`config.mk`:
```
export PLATFORM = sky130hd
export DESIGN_NAME = jt10_adpcmb_seq
export DESIGN_NICKNAME = d
export VERILOG_FILES = /design/src/rtl/jt10_adpcmb_seq.sv
export SDC_FILE = /design/constraint.sdc
export NUM_CORES = 1
export LEC_CHECK = 0
export BUFFER_PORTS_ARGS = -buffer_cell sky130_fd_sc_hd__buf_2
export CELL_PAD_IN_SITES_DETAIL_PLACEMENT = 0
export CELL_PAD_IN_SITES_GLOBAL_PLACEMENT = 1
export CORE_MARGIN = 3
export CORE_UTILIZATION = 40
export CTS_CLUSTER_SIZE = 30
export DETAILED_ROUTE_END_ITERATION = 8
export PLACE_DENSITY = 0.79
export SYNTH_ARGS = -nofsm -noshare
export SYNTH_HDL_FRONTEND = slang
export SYNTH_SLANG_ARGS = --single-unit
```
`constraint.sdc`:
```
create_clock -name clk -period 5.3 [get_ports clk]
set_input_delay 0.265 -clock clk [delete_from_list [all_inputs] [get_ports clk]]
set_output_delay 0.265 -clock clk [all_outputs]
set_load 0.01 [all_outputs]
```
`src/rtl/jt10_adpcmb_seq.sv`:
```
// ADPCM-B sequencer: fetches sample bytes from ROM, splits them into nibbles and
// paces delivery to the decoder with a delta-N phase accumulator.
module jt10_adpcmb_seq #(
  parameter int AW  = 24,
  parameter int DNW = 16
) (
  input  logic            clk,
  input  logic            rst,
  input  logic            cen,
  input  logic            start,
  input  logic            stop,
  input  logic            repeat_en,
  input  logic [AW-9:0]   start_addr,
  input  logic [AW-9:0]   end_addr,
  input  logic [DNW-1:0]  delta_n,
  input  logic [7:0]      rom_data,
  input  logic            rom_ok,
  input  logic            clr_flag,
  output logic [AW-1:0]   rom_addr,
  output logic            rom_cs,
  output logic [3:0]      data,
  output logic            adv,
  output logic            chon,
  output logic            flag_end
);

  typedef enum logic [1:0] {IDLE, FETCH, PLAY} state_t;

  state_t         state_reg, state_next;
  logic [AW-1:0]  ptr_reg, ptr_next;
  logic [DNW-1:0] acc_reg, acc_next;
  logic [7:0]     sample_reg, sample_next;
  logic           vld_reg, vld_next;
  logic           nib_reg, nib_next;
  logic           pend_reg, pend_next;
  logic           cs_reg, cs_next;
  logic [3:0]     data_reg, data_next;
  logic           adv_reg, adv_next;
  logic           chon_reg, chon_next;
  logic           flag_reg, flag_next;
  logic           fin_reg, fin_next;

  logic [DNW:0]   acc_sum;
  logic           carry;
  logic           fire;
  logic [AW-1:0]  start_ptr;
  logic [AW-1:0]  end_ptr;

  assign acc_sum   = {1'b0, acc_reg} + {1'b0, delta_n};
  assign carry     = acc_sum[DNW];
  assign start_ptr = {start_addr, 8'h00};
  assign end_ptr   = {end_addr, 8'hFF};

  always_comb begin
    state_next  = state_reg;
    ptr_next    = ptr_reg;
    acc_next    = acc_reg;
    sample_next = sample_reg;
    vld_next    = vld_reg;
    nib_next    = nib_reg;
    pend_next   = pend_reg;
    cs_next     = cs_reg;
    data_next   = data_reg;
    adv_next    = 1'b0;
    chon_next   = chon_reg;
    flag_next   = flag_reg;
    fin_next    = fin_reg;
    fire        = 1'b0;
    if (cen) begin
      if (clr_flag) flag_next = 1'b0;
      case (state_reg)
        IDLE: begin
          chon_next = 1'b0;
          cs_next   = 1'b0;
          // fin_reg delays the flag by one cen so it lines up with chon falling
          if (fin_reg) begin
            flag_next = 1'b1;
            fin_next  = 1'b0;
          end
        end
        FETCH: begin
          if (cs_reg && rom_ok) begin
            sample_next = rom_data;
            vld_next    = 1'b1;
            nib_next    = 1'b0;
            cs_next     = 1'b0;
            chon_next   = 1'b1;
            state_next  = PLAY;
          end
        end
        PLAY: begin
          acc_next = acc_sum[DNW-1:0];
          fire     = carry || pend_reg;
          if (fire && vld_reg) begin
            data_next = nib_reg ? sample_reg[3:0] : sample_reg[7:4];
            adv_next  = 1'b1;
            nib_next  = ~nib_reg;
            pend_next = 1'b0;
            if (nib_reg) begin
              vld_next = 1'b0;
              if (ptr_reg == end_ptr) begin
                if (repeat_en) begin
                  ptr_next = start_ptr;
                  cs_next  = 1'b1;
                end else begin
                  state_next = IDLE;
                  fin_next   = 1'b1;
                end
              end else begin
                ptr_next = ptr_reg + 1'b1;
                cs_next  = 1'b1;
              end
            end
          end else if (carry) begin
            pend_next = 1'b1;
          end
          // the buffer is always empty while a fetch is outstanding
          if (cs_reg && rom_ok) begin
            sample_next = rom_data;
            vld_next    = 1'b1;
            nib_next    = 1'b0;
            cs_next     = 1'b0;
          end
        end
        default: state_next = IDLE;
      endcase
      if (start) begin
        ptr_next   = start_ptr;
        acc_next   = '0;
        state_next = FETCH;
        cs_next    = 1'b1;
        vld_next   = 1'b0;
        pend_next  = 1'b0;
        nib_next   = 1'b0;
        fin_next   = 1'b0;
      end
      if (stop) begin
        state_next = IDLE;
        chon_next  = 1'b0;
        cs_next    = 1'b0;
        vld_next   = 1'b0;
        pend_next  = 1'b0;
        fin_next   = 1'b0;
      end
    end
  end

  always_ff @(posedge clk) begin
    if (rst) begin
      state_reg  <= IDLE;
      ptr_reg    <= '0;
      acc_reg    <= '0;
      sample_reg <= '0;
      vld_reg    <= 1'b0;
      nib_reg    <= 1'b0;
      pend_reg   <= 1'b0;
      cs_reg     <= 1'b0;
      data_reg   <= '0;
      adv_reg    <= 1'b0;
      chon_reg   <= 1'b0;
      flag_reg   <= 1'b0;
      fin_reg    <= 1'b0;
    end else begin
      state_reg  <= state_next;
      ptr_reg    <= ptr_next;
      acc_reg    <= acc_next;
      sample_reg <= sample_next;
      vld_reg    <= vld_next;
      nib_reg    <= nib_next;
      pend_reg   <= pend_next;
      cs_reg     <= cs_next;
      data_reg   <= data_next;
      adv_reg    <= adv_next;
      chon_reg   <= chon_next;
      flag_reg   <= flag_next;
      fin_reg    <= fin_next;
    end
  end

  assign rom_addr = ptr_reg;
  assign rom_cs   = cs_reg;
  assign data     = data_reg;
  assign adv      = adv_reg;
  assign chon     = chon_reg;
  assign flag_end = flag_reg;

endmodule

```
---- Yosys cells after proc, flatten, opt, wreduce, memory -nomap -nowiden ----
Index checks and enable logic that the tools add are counted.
cells by class
  shift-type cells ........................ 0
  equality and inequality tests ........... 16
  multipliers ............................. 0
  bitwise operators ....................... 3
  $add $sub $neg .......................... 2
  multiplexer cells ....................... 55
  div/mod/pow operators ................... 0
  reduce and logical (&&, ||, !) cells .... 27
  $lt $le $gt $ge ......................... 0
operators by type and width
  operator               count
  $mux 24                6
  $mux 1                 33
  $mux 16                2
  $add 24x1->24 const B  1
  $eq 24x24->1           1
  $ne 4x4->1 const B     6
  $add 16x16->17         1
  $mux 2                 7
  $ne 3x3->1 const B     4
  $reduce_and 3->1       4
  $reduce_and 6->1       2
  $reduce_bool 4->1      3
  $ne 5x5->1 const B     2
  $reduce_and 5->1       2
  $reduce_bool 3->1      3
  $pmux 1 s2             4
  $reduce_and 7->1       1
  $ne 6x6->1 const B     1
  $pmux 2 s3             1
  $reduce_bool 2->1      3
  $reduce_bool 5->1      1
  $mux 4                 1
  $reduce_and 4->1       1
  $not 1->1              3
  other kinds (9)        10
word-level totals
  bits in read-only memories .............. 0
  memories ................................ 0
  bits of input ports ..................... 64
  output and inout port bits .............. 32
  register bits ........................... 62
  word-level logic and storage cells ...... 116
  bits in latches ......................... 0
  bits in writable memories ............... 0

---- Logic depth before layout (Yosys ltp) ----
Gate-level depths: netlist of the first run.
  depth after elaboration ................. 8
  depth in mapped cells ................... 11
  gate-level depth less buffers ........... 10

---- Worst setup path after synthesis of the first run ----
OpenSTA, ideal clock, no wires.
  kind .................................... flip-flop to flip-flop
  start ................................... register acc_reg[0]
  end ..................................... register ptr_reg[2], in the netlist rom_addr[2]
  data required time ...................... 5.230 ns
  data arrival time ....................... 2.424 ns
  buffers on the path ..................... 1
  cell stages (with the launch flop) ...... 12
  clock period less this slack ............ 2.494 ns
  slack ................................... 2.806 ns
  library setup time ...................... 0.070 ns
  path through ............................ dfxtp_1 -> ha_1 -> inv_1 -> fa_1 -> nand2b_1 -> a21oi_1 -> o211ai_1 -> a21oi_4 -> a31oi_4 -> buf_4 -> or3_1 -> a21oi_1
between the ends
  word-level cells in the longest chain between the ends .. 5
ends and longest elaborated chain
  element                             RTL line  source
  start, declared                     31        logic [DNW-1:0] acc_reg, acc_next;
  start signal, assigned              166       acc_reg <= acc_next;
  $add 16x16->17                      49        assign acc_sum = {1'b0, acc_reg} + {1'b0, delta_n};
  $logic_or 1x1->1                    93        fire = carry || pend_reg;
  $logic_and 1x1->1                   94        if (fire && vld_reg) begin
  $reduce_bool 2->1 (no source line)  n/a
  $reduce_and 5->1 (no source line)   n/a
  end signal, assigned                165       ptr_reg <= ptr_next;
  end, declared                       30        logic [AW-1:0] ptr_reg, ptr_next;
No other way between the ends.
A chain may end at the register's enable or synchronous reset.

---- Worst setup path after layout of the first run ----
  start ................................... register acc_reg[0]
  end ..................................... register ptr_reg[20], in the netlist rom_addr[20]
The elaborated chain is that of the path after synthesis.

==> results of run 1 <==
## power by group
part           internal (W)  leakage [nW]  total, W  switching, W
clock              0.000159        0.0776  0.000330      0.000170
combinational     0.0000706          1.31  0.000164     0.0000930
sequential         0.000478         0.503  0.000491     0.0000131
total              0.000708          1.89  0.000985      0.000276
## cells in the mapped netlist, types with 2 or more instances
| library cell | number | share of area |
|---|---|---|
| sky130_fd_sc_hd__a32oi_1 | 2 | 0.0044 |
| sky130_fd_sc_hd__o21bai_1 | 2 | 0.0038 |
| sky130_fd_sc_hd__a21oi_1 | 55 | 0.069 |
| sky130_fd_sc_hd__a21o_1 | 8 | 0.015 |
| sky130_fd_sc_hd__a211oi_1 | 10 | 0.019 |
| sky130_fd_sc_hd__nand2_1 | 41 | 0.038 |
| sky130_fd_sc_hd__clkbuf_1 | 16 | 0.015 |
| sky130_fd_sc_hd__nand3_1 | 15 | 0.019 |
| sky130_fd_sc_hd__o21ai_0 | 25 | 0.031 |
| sky130_fd_sc_hd__o41ai_1 | 2 | 0.0044 |
| sky130_fd_sc_hd__or4_1 | 5 | 0.0094 |
| sky130_fd_sc_hd__nand2b_1 | 11 | 0.017 |
| sky130_fd_sc_hd__o31ai_1 | 7 | 0.013 |
| sky130_fd_sc_hd__xor2_1 | 18 | 0.039 |
| sky130_fd_sc_hd__nor3b_1 | 2 | 0.0038 |
| sky130_fd_sc_hd__a221oi_1 | 7 | 0.015 |
| sky130_fd_sc_hd__a21boi_0 | 3 | 0.0056 |
| sky130_fd_sc_hd__o21a_1 | 5 | 0.0094 |
| sky130_fd_sc_hd__a31oi_1 | 3 | 0.0047 |
| sky130_fd_sc_hd__o21ai_1 | 5 | 0.0063 |
| sky130_fd_sc_hd__o211ai_1 | 2 | 0.0038 |
| sky130_fd_sc_hd__buf_2 | 2 | 0.0025 |
| sky130_fd_sc_hd__inv_1 | 21 | 0.020 |
| sky130_fd_sc_hd__nor3_1 | 14 | 0.018 |
| sky130_fd_sc_hd__mux2i_1 | 8 | 0.020 |
| sky130_fd_sc_hd__nor2_1 | 44 | 0.041 |
| sky130_fd_sc_hd__or3_1 | 13 | 0.020 |
| sky130_fd_sc_hd__ha_1 | 20 | 0.063 |
| sky130_fd_sc_hd__or2_2 | 3 | 0.0047 |
| sky130_fd_sc_hd__nor2b_1 | 5 | 0.0078 |
| sky130_fd_sc_hd__dfxtp_1 | 62 | 0.31 |
| sky130_fd_sc_hd__and3_1 | 4 | 0.0063 |
| sky130_fd_sc_hd__o32ai_1 | 2 | 0.0044 |
| sky130_fd_sc_hd__a21oi_4 | 2 | 0.0081 |
| sky130_fd_sc_hd__and4_1 | 2 | 0.0044 |
| sky130_fd_sc_hd__o22ai_1 | 2 | 0.0031 |
| sky130_fd_sc_hd__xnor2_1 | 6 | 0.013 |
| sky130_fd_sc_hd__nand4_1 | 10 | 0.016 |
| sky130_fd_sc_hd__a22oi_1 | 8 | 0.015 |
| sky130_fd_sc_hd__buf_1 | 2 | 0.0019 |
| sky130_fd_sc_hd__and2_1 | 5 | 0.0078 |
| sky130_fd_sc_hd__nor4_1 | 7 | 0.011 |
## routing by layer
metal  global-route usage  share of wire  vias up
met5                    0              0        -
met3               0.0480          0.048        6
met2                0.303           0.46      103
met4               0.0389         0.0075        0
li1                     -              -     2033
met1                0.258           0.49     1803
## worst max-delay path: cells and delay by family, from the launching register on
| kind | cells | cell delay (ns) |
|---|---|---|
| AO/OA/AOI/OAI | 6 | 1.70 |
| adder cells (fa/ha/maj) | 2 | 0.55 |
| flip-flops | 1 | 0.33 |
| AND/OR/NAND/NOR | 1 | 0.19 |
| buffers and inverters | 1 | 0.05 |
## worst max path at each step
stage	endpoint	depth (start not counted)
CTS	rom_addr[20]	10
finish	rom_addr[20]	10
floorplan	rom_addr[2]	11
detailed placement	rom_addr[20]	11
global route	rom_addr[14]	10
global placement	rom_addr[14]	11
## logic make-up after synthesis
logic type               count (synthesis)  synth area share
multiplexers                             8            0.0200
AND/OR/NAND/NOR                        190             0.246
flip-flops                              62             0.310
AO/OA/AOI/OAI                          159             0.259
buffers and inverters                   43            0.0438
XOR/XNOR                                24            0.0526
adder cells (fa/ha/maj)                 21            0.0676
## through the flow
stage               utilization  setup slack [ns]
floorplan                     -              2.81
global placement          0.481              2.44
detailed placement        0.481              2.35
CTS                       0.496              2.35
global route              0.496              2.05
finish                    0.496              2.34
## area by class of cell
cell class	count	area, um^2	area share
Multi-Input combinational cell	402	2580	0.550
Sequential cell	62	1240	0.264
Timing Repair Buffer	97	490	0.104
Tap cell	129	161	0.0344
Clock buffer	10	128	0.0272
Inverter	21	78.8	0.0168
Clock inverter	3	15.0	0.00320
==> reports/metrics.csv, run 1 <==
stage,metric,value,unit
outcome,result of the run,"finished, final reports clean",
worst_setup_path,required time at the endpoint of the critical path,5.51,ns
sta,max-slew violation count,0,
placed_design,GPL Wtd Cong,0.790,
synth,async set or reset register ratio after synthesis,0,
run,max_cap viols,0,
sta,Clock Skew,0.0103,ns
die,die boundary width,106,um
worst_setup_path,R2R setup slack,2.34,ns
drt,number of violations reported at the end of detailed-routing iteration 0,183,
worst_setup_path,"critical path fanouts, max",27,
synth,share of synthesized area occupied by flip-flops and latches,0.310,
die,cell row count,35,
synth,number of synthesized flops with an enable pin,0,
synth,synthesized area per cell,7.88,um^2
clocking,root cell of the clock tree,sky130_fd_sc_hd__clkbuf_8,
layout,area overhead of the layout relative to synthesis,17.5,%
synth,number of storage elements in the synthesis netlist,62,
die,Core Region,9460,um^2
drt,total detailed-routing wirelength,10700,um
clocking,clock edge transition at the registers on the reported setup and hold paths,0.07,ns
layout,"non-filler cells, final",724,
synth,unique cell type count in the Yosys netlist,63,
layout,fill count,986,
min_path,WHS Path Cells,3,
global_routing,overall overflow remaining after global route,0,
worst_setup_path,element type at the critical path end,register,
clocking,clock sink total,62,
synth,Syn. warnings,0,
clocking,Resized Gates After CTS,0,
worst_setup_path,FF-to-FF End,rom_addr[20],
synth,post-synth design cell area,4000,um^2
sta,count of final hold-check violations,0,
placed_design,cell count after placement,711,
placed_design,standard cell area after detailed placement,4550,um^2
worst_setup_path,startpoint of the worst-slack reg-to-reg timing path,acc_reg[0],
sta,final setup fails,0,
global_routing,total global routing track utilization,0.189,
die,Die Span Y,106,um
worst_setup_path,cell with the largest stage delay on the worst path,sky130_fd_sc_hd__fa_1,
worst_setup_path,critical path launch point,acc_reg[0],
power,LEAKAGE,1.89,nW
layout,"most common cell after layout, fill and taps aside",sky130_fd_sc_hd__buf_2,
layout,share of post-route cells with drive strength above 1,0.208,
power,"Power, Total",0.000985,W
min_path,path class of the lowest-slack min-delay path,in2reg,
sta,Setup TNS Final,0,ns
clocking,H-tree levels,3,
placed_design,number of I/O port buffers,95,
global_routing,vias in the first global route,3734,
sta,final clock period utilization by the worst path,0.558,
layout,cell area after layout,4700,um^2
worst_setup_path,worst setup path class,reg2reg,
min_path,hold worst-path end,sample_reg[7],
layout,final net count,678,
worst_setup_path,data arrival time of the worst path,3.17,ns
die,# IOs,96,
synth,Synth Flop Type,sky130_fd_sc_hd__dfxtp_1,
global_routing,number of antenna violations at the first check in global routing,0,
drt,number of nets with antenna violations after routing,0,
drt,vias post-DR,3945,
layout,max FFs per register,24,
clocking,postcts setup bufs,0,
synth,Mapped Nets,592,
drt,drc violations,0,
min_path,HP Start,rom_data[7],
worst_setup_path,"critical path, cell by cell",ha_1 -> inv_1 -> fa_1 -> nand2b_1 -> a21oi_1 -> o211ai_1 -> a21oi_4 -> a31oi_4 -> a21o_1 -> a2111oi_0,
worst_setup_path,delay of the slowest cell on the worst path,0.38,ns
clocking,total clock buffers created by CTS,9,
clocking,CTS Hold Bufs,0,
power,Power per Cell Area,210,nW/um^2
sta,worst slack on hold paths,0.174,ns
die,Initial Utilization,0.423,
clocking,insertion delay to the later sink of the worst-skew pair,0.33,ns
global_routing,maximum number of pins on one net before global-route repair,64,
clocking,worst-case clock buffer depth,2,
sta,setup repair after global routing missed its margin,no,
sta,relative slew slack,0.513,
global_routing,wire length of the first global-routing pass,17600,um
sta,maximum operating frequency,338,MHz
layout,final antenna diode count,0,
worst_setup_path,Critical Path Start Type,register,
placed_design,total half-perimeter wirelength after legalization and detailed placement,7820,um
die,DIE AREA,11200,um^2
sta,post-route minimum period,2.96,ns
sta,Least-Margin Pin Slew,0.731,ns
clocking,TritonCTS clock tree,done,
worst_setup_path,cell depth of the worst flop-to-flop path,10,
drt,Vias per Instance,5.45,
drt,average detailed-routed wire length per instance,14.8,um
synth,number of instances in the synthesized netlist,507,
layout,most frequent cells in the layout,"sky130_fd_sc_hd__buf_2, sky130_fd_sc_hd__dfxtp_1, sky130_fd_sc_hd__a21oi_1",
drt,first drt pass iteration count,4,
power,Max IR drop VDD,0.120,mV
No activity file was read; power rests on OpenSTA's default activity.
==> run 2, diff against run 1 <==
- CORE_UTILIZATION: 40 -> 35
- PLACE_DENSITY: 0.79 -> 0.73
- clock period: 5.3 -> 2.45 ns (I/O delays scaled with it)
==> run 2 against run 1 <==
  * Non-clock buffer count is 76 higher
  * Cell count increased by 12%
  * Highest routed layer unchanged
  * Register-to-register slack worse by 2.3 ns
  * Critical path type unchanged
  * Clock skew shrank 0.0019 ns
  * Worst setup slack worse by 2.3 ns
  * Die area is 13% higher
==> reports/metrics.csv, run 2 (synthesized netlist as in run 1, its figures left out) <==
stage,metric,value,unit,change
outcome,result of the run,"finished, final reports clean",,
drt,vias post-DR,4369,,+11%
global_routing,number of antenna violations at the first check in global routing,0,,unchanged
power,LEAKAGE,2.42,nW,+28%
worst_setup_path,critical path capture point,rom_addr[14],,
worst_setup_path,data arrival time of the worst path,2.70,ns,-0.47 ns
sta,max-slew violation count,0,,unchanged
clocking,TritonCTS clock tree,done,,
sta,count of final hold-check violations,0,,unchanged
sta,Clock Skew,0.00838,ns,-0.00195 ns
drt,total detailed-routing wirelength,12400,um,+16%
die,die boundary width,113,um,+6.5%
global_routing,maximum number of pins on one net before global-route repair,25,,-61%
placed_design,GPL Wtd Cong,0.861,,+9.0%
clocking,clock edge transition at the registers on the reported setup and hold paths,0.06,ns,about the same
placed_design,total half-perimeter wirelength after legalization and detailed placement,9060,um,+16%
sta,final clock period utilization by the worst path,0.996,,+0.438
run,max_cap viols,0,,unchanged
worst_setup_path,element type at the critical path end,register,,
worst_setup_path,FF-to-FF End,rom_addr[14],,
worst_setup_path,R2R setup slack,0.01,ns,-2.33 ns
power,"Power, Total",0.00316,W,+220%
sta,post-route minimum period,2.44,ns,-0.517 ns
power,Power per Cell Area,552,nW/um^2,+160%
die,Core Region,11000,um^2,+16%
worst_setup_path,cell depth of the worst flop-to-flop path,11,,+1
sta,final setup fails,0,,unchanged
die,DIE AREA,12700,um^2,+13%
worst_setup_path,"critical path fanouts, max",6,,-78%
worst_setup_path,Critical Path Start Type,register,,
worst_setup_path,startpoint of the worst-slack reg-to-reg timing path,acc_reg[0],,
min_path,path class of the lowest-slack min-delay path,in2reg,,
clocking,total clock buffers created by CTS,9,,unchanged
die,cell row count,38,,+8.6%
placed_design,standard cell area after detailed placement,5070,um^2,+11%
worst_setup_path,required time at the endpoint of the critical path,2.71,ns,-2.80 ns
layout,area overhead of the layout relative to synthesis,43.3,%,
clocking,clock sink total,62,,unchanged
drt,drc violations,0,,unchanged
clocking,worst-case clock buffer depth,2,,unchanged
sta,setup repair after global routing missed its margin,yes,,
drt,average detailed-routed wire length per instance,15.2,um,+2.8%
worst_setup_path,worst setup path class,reg2reg,,
layout,final antenna diode count,0,,unchanged
drt,number of violations reported at the end of detailed-routing iteration 0,275,,+50%
clocking,H-tree levels,3,,unchanged
clocking,CTS Hold Bufs,0,,unchanged
drt,number of nets with antenna violations after routing,0,,unchanged
die,Die Span Y,113,um,+6.5%
power,Max IR drop VDD,0.308,mV,+160%
die,# IOs,96,,unchanged
clocking,root cell of the clock tree,sky130_fd_sc_hd__clkbuf_16,,
global_routing,vias in the first global route,4249,,+14%
global_routing,wire length of the first global-routing pass,20300,um,+15%
layout,max FFs per register,24,,unchanged
layout,share of post-route cells with drive strength above 1,0.347,,+0.139
clocking,insertion delay to the later sink of the worst-skew pair,0.34,ns,about the same
layout,final net count,754,,+11%
sta,Least-Margin Pin Slew,0.759,ns,+0.0285 ns
layout,"most common cell after layout, fill and taps aside",sky130_fd_sc_hd__buf_2,,
sta,maximum operating frequency,410,MHz,+21%
layout,cell area after layout,5730,um^2,+22%
worst_setup_path,critical path launch point,acc_reg[0],,
global_routing,overall overflow remaining after global route,0,,unchanged
drt,first drt pass iteration count,4,,unchanged
placed_design,number of I/O port buffers,95,,unchanged
sta,relative slew slack,0.492,,-0.0209
layout,most frequent cells in the layout,"sky130_fd_sc_hd__buf_2, sky130_fd_sc_hd__buf_4, sky130_fd_sc_hd__dfxtp_1",,
die,Initial Utilization,0.364,,-0.0586
drt,Vias per Instance,5.37,,-1.5%
global_routing,total global routing track utilization,0.194,,+0.00547
run 2: changes by cell type in the layout (fill, tap and decap cells not counted), sizes merged:
cell	previous run	this run
bufinv	0	4
clkinv	3	1
clkbuf	10	11
buf	97	173
run 2: layer usage:
metal	part of all wire	global-route usage
met1	0.46	0.254
met2	0.47	0.325
met3	0.060	0.0444
met4	0.010	0.0489
met5	0	0
run 2: report_power, final:
part / internal, W / leakage, nW / switching, W
registers: 0.00104 / 0.505 / 0.0000198
clock network: 0.00115 / 0.186 / 0.000485
logic: 0.000224 / 1.73 / 0.000244
total: 0.00241 / 2.42 / 0.000748
run 2: through the flow:
stage,util,TNS (ns),instances,setup slack [ns],hold slack [ns]
2_1_floorplan,-,0,507,0.000947,0.258
3_3_place_gp,0.462,-0.0935,783,-0.0181,0.365
3_5_place_dp,0.462,-0.703,783,-0.105,0.372
4_1_cts,0.507,-0.118,807,-0.0492,0.0176
5_1_grt,0.522,-1.06,814,-0.109,0.0248
6_report,0.522,0,814,0.00956,0.0255
run 2: timing repair:
action | 4_1_cts | 5_1_grt
cloned | 1 | 0
resized for setup | 9 | 31
setup endpoints to repair | 15 | 29
buffers inserted | 7 | 9
pin swaps | 5 | 8
run 2: final cells by class:
class                           count  area, um^2
Sequential cell                    62        1250
Timing Repair Buffer              173        1130
Fill cell                        1041        5250
Tap cell                          140         175
Inverter                           21        78.8
Clock buffer                       11         253
Multi-Input combinational cell    402        2720
Clock inverter                      5         129
run 2: worst max-delay path: stages, from the launching register on:
cell,delay (ns)
sky130_fd_sc_hd__dfxtp_2,0.34
sky130_fd_sc_hd__ha_4,0.13
sky130_fd_sc_hd__inv_2,0.03
sky130_fd_sc_hd__fa_2,0.33
sky130_fd_sc_hd__nand2b_4,0.15
sky130_fd_sc_hd__a21oi_2,0.11
sky130_fd_sc_hd__o211ai_1,0.15
sky130_fd_sc_hd__a21oi_4,0.22
sky130_fd_sc_hd__a31oi_4,0.15
sky130_fd_sc_hd__buf_12,0.18
sky130_fd_sc_hd__or3_4,0.36
sky130_fd_sc_hd__a211oi_2,0.21
run 2: worst min path at each step:
| stage | from | endpoint | slack (ns) | cells after the start |
|---|---|---|---|---|
| after floorplan | rom_data[0] | sample_reg[0] | 0.26 | 2 |
| after global placement | rom_data[3] | sample_reg[3] | 0.36 | 3 |
| after detailed placement | rom_data[3] | sample_reg[3] | 0.37 | 3 |
| after CTS | rom_data[3] | sample_reg[3] | 0.02 | 3 |
| after global routing | rom_data[0] | sample_reg[0] | 0.02 | 3 |
| final | rom_data[1] | sample_reg[1] | 0.03 | 3 |
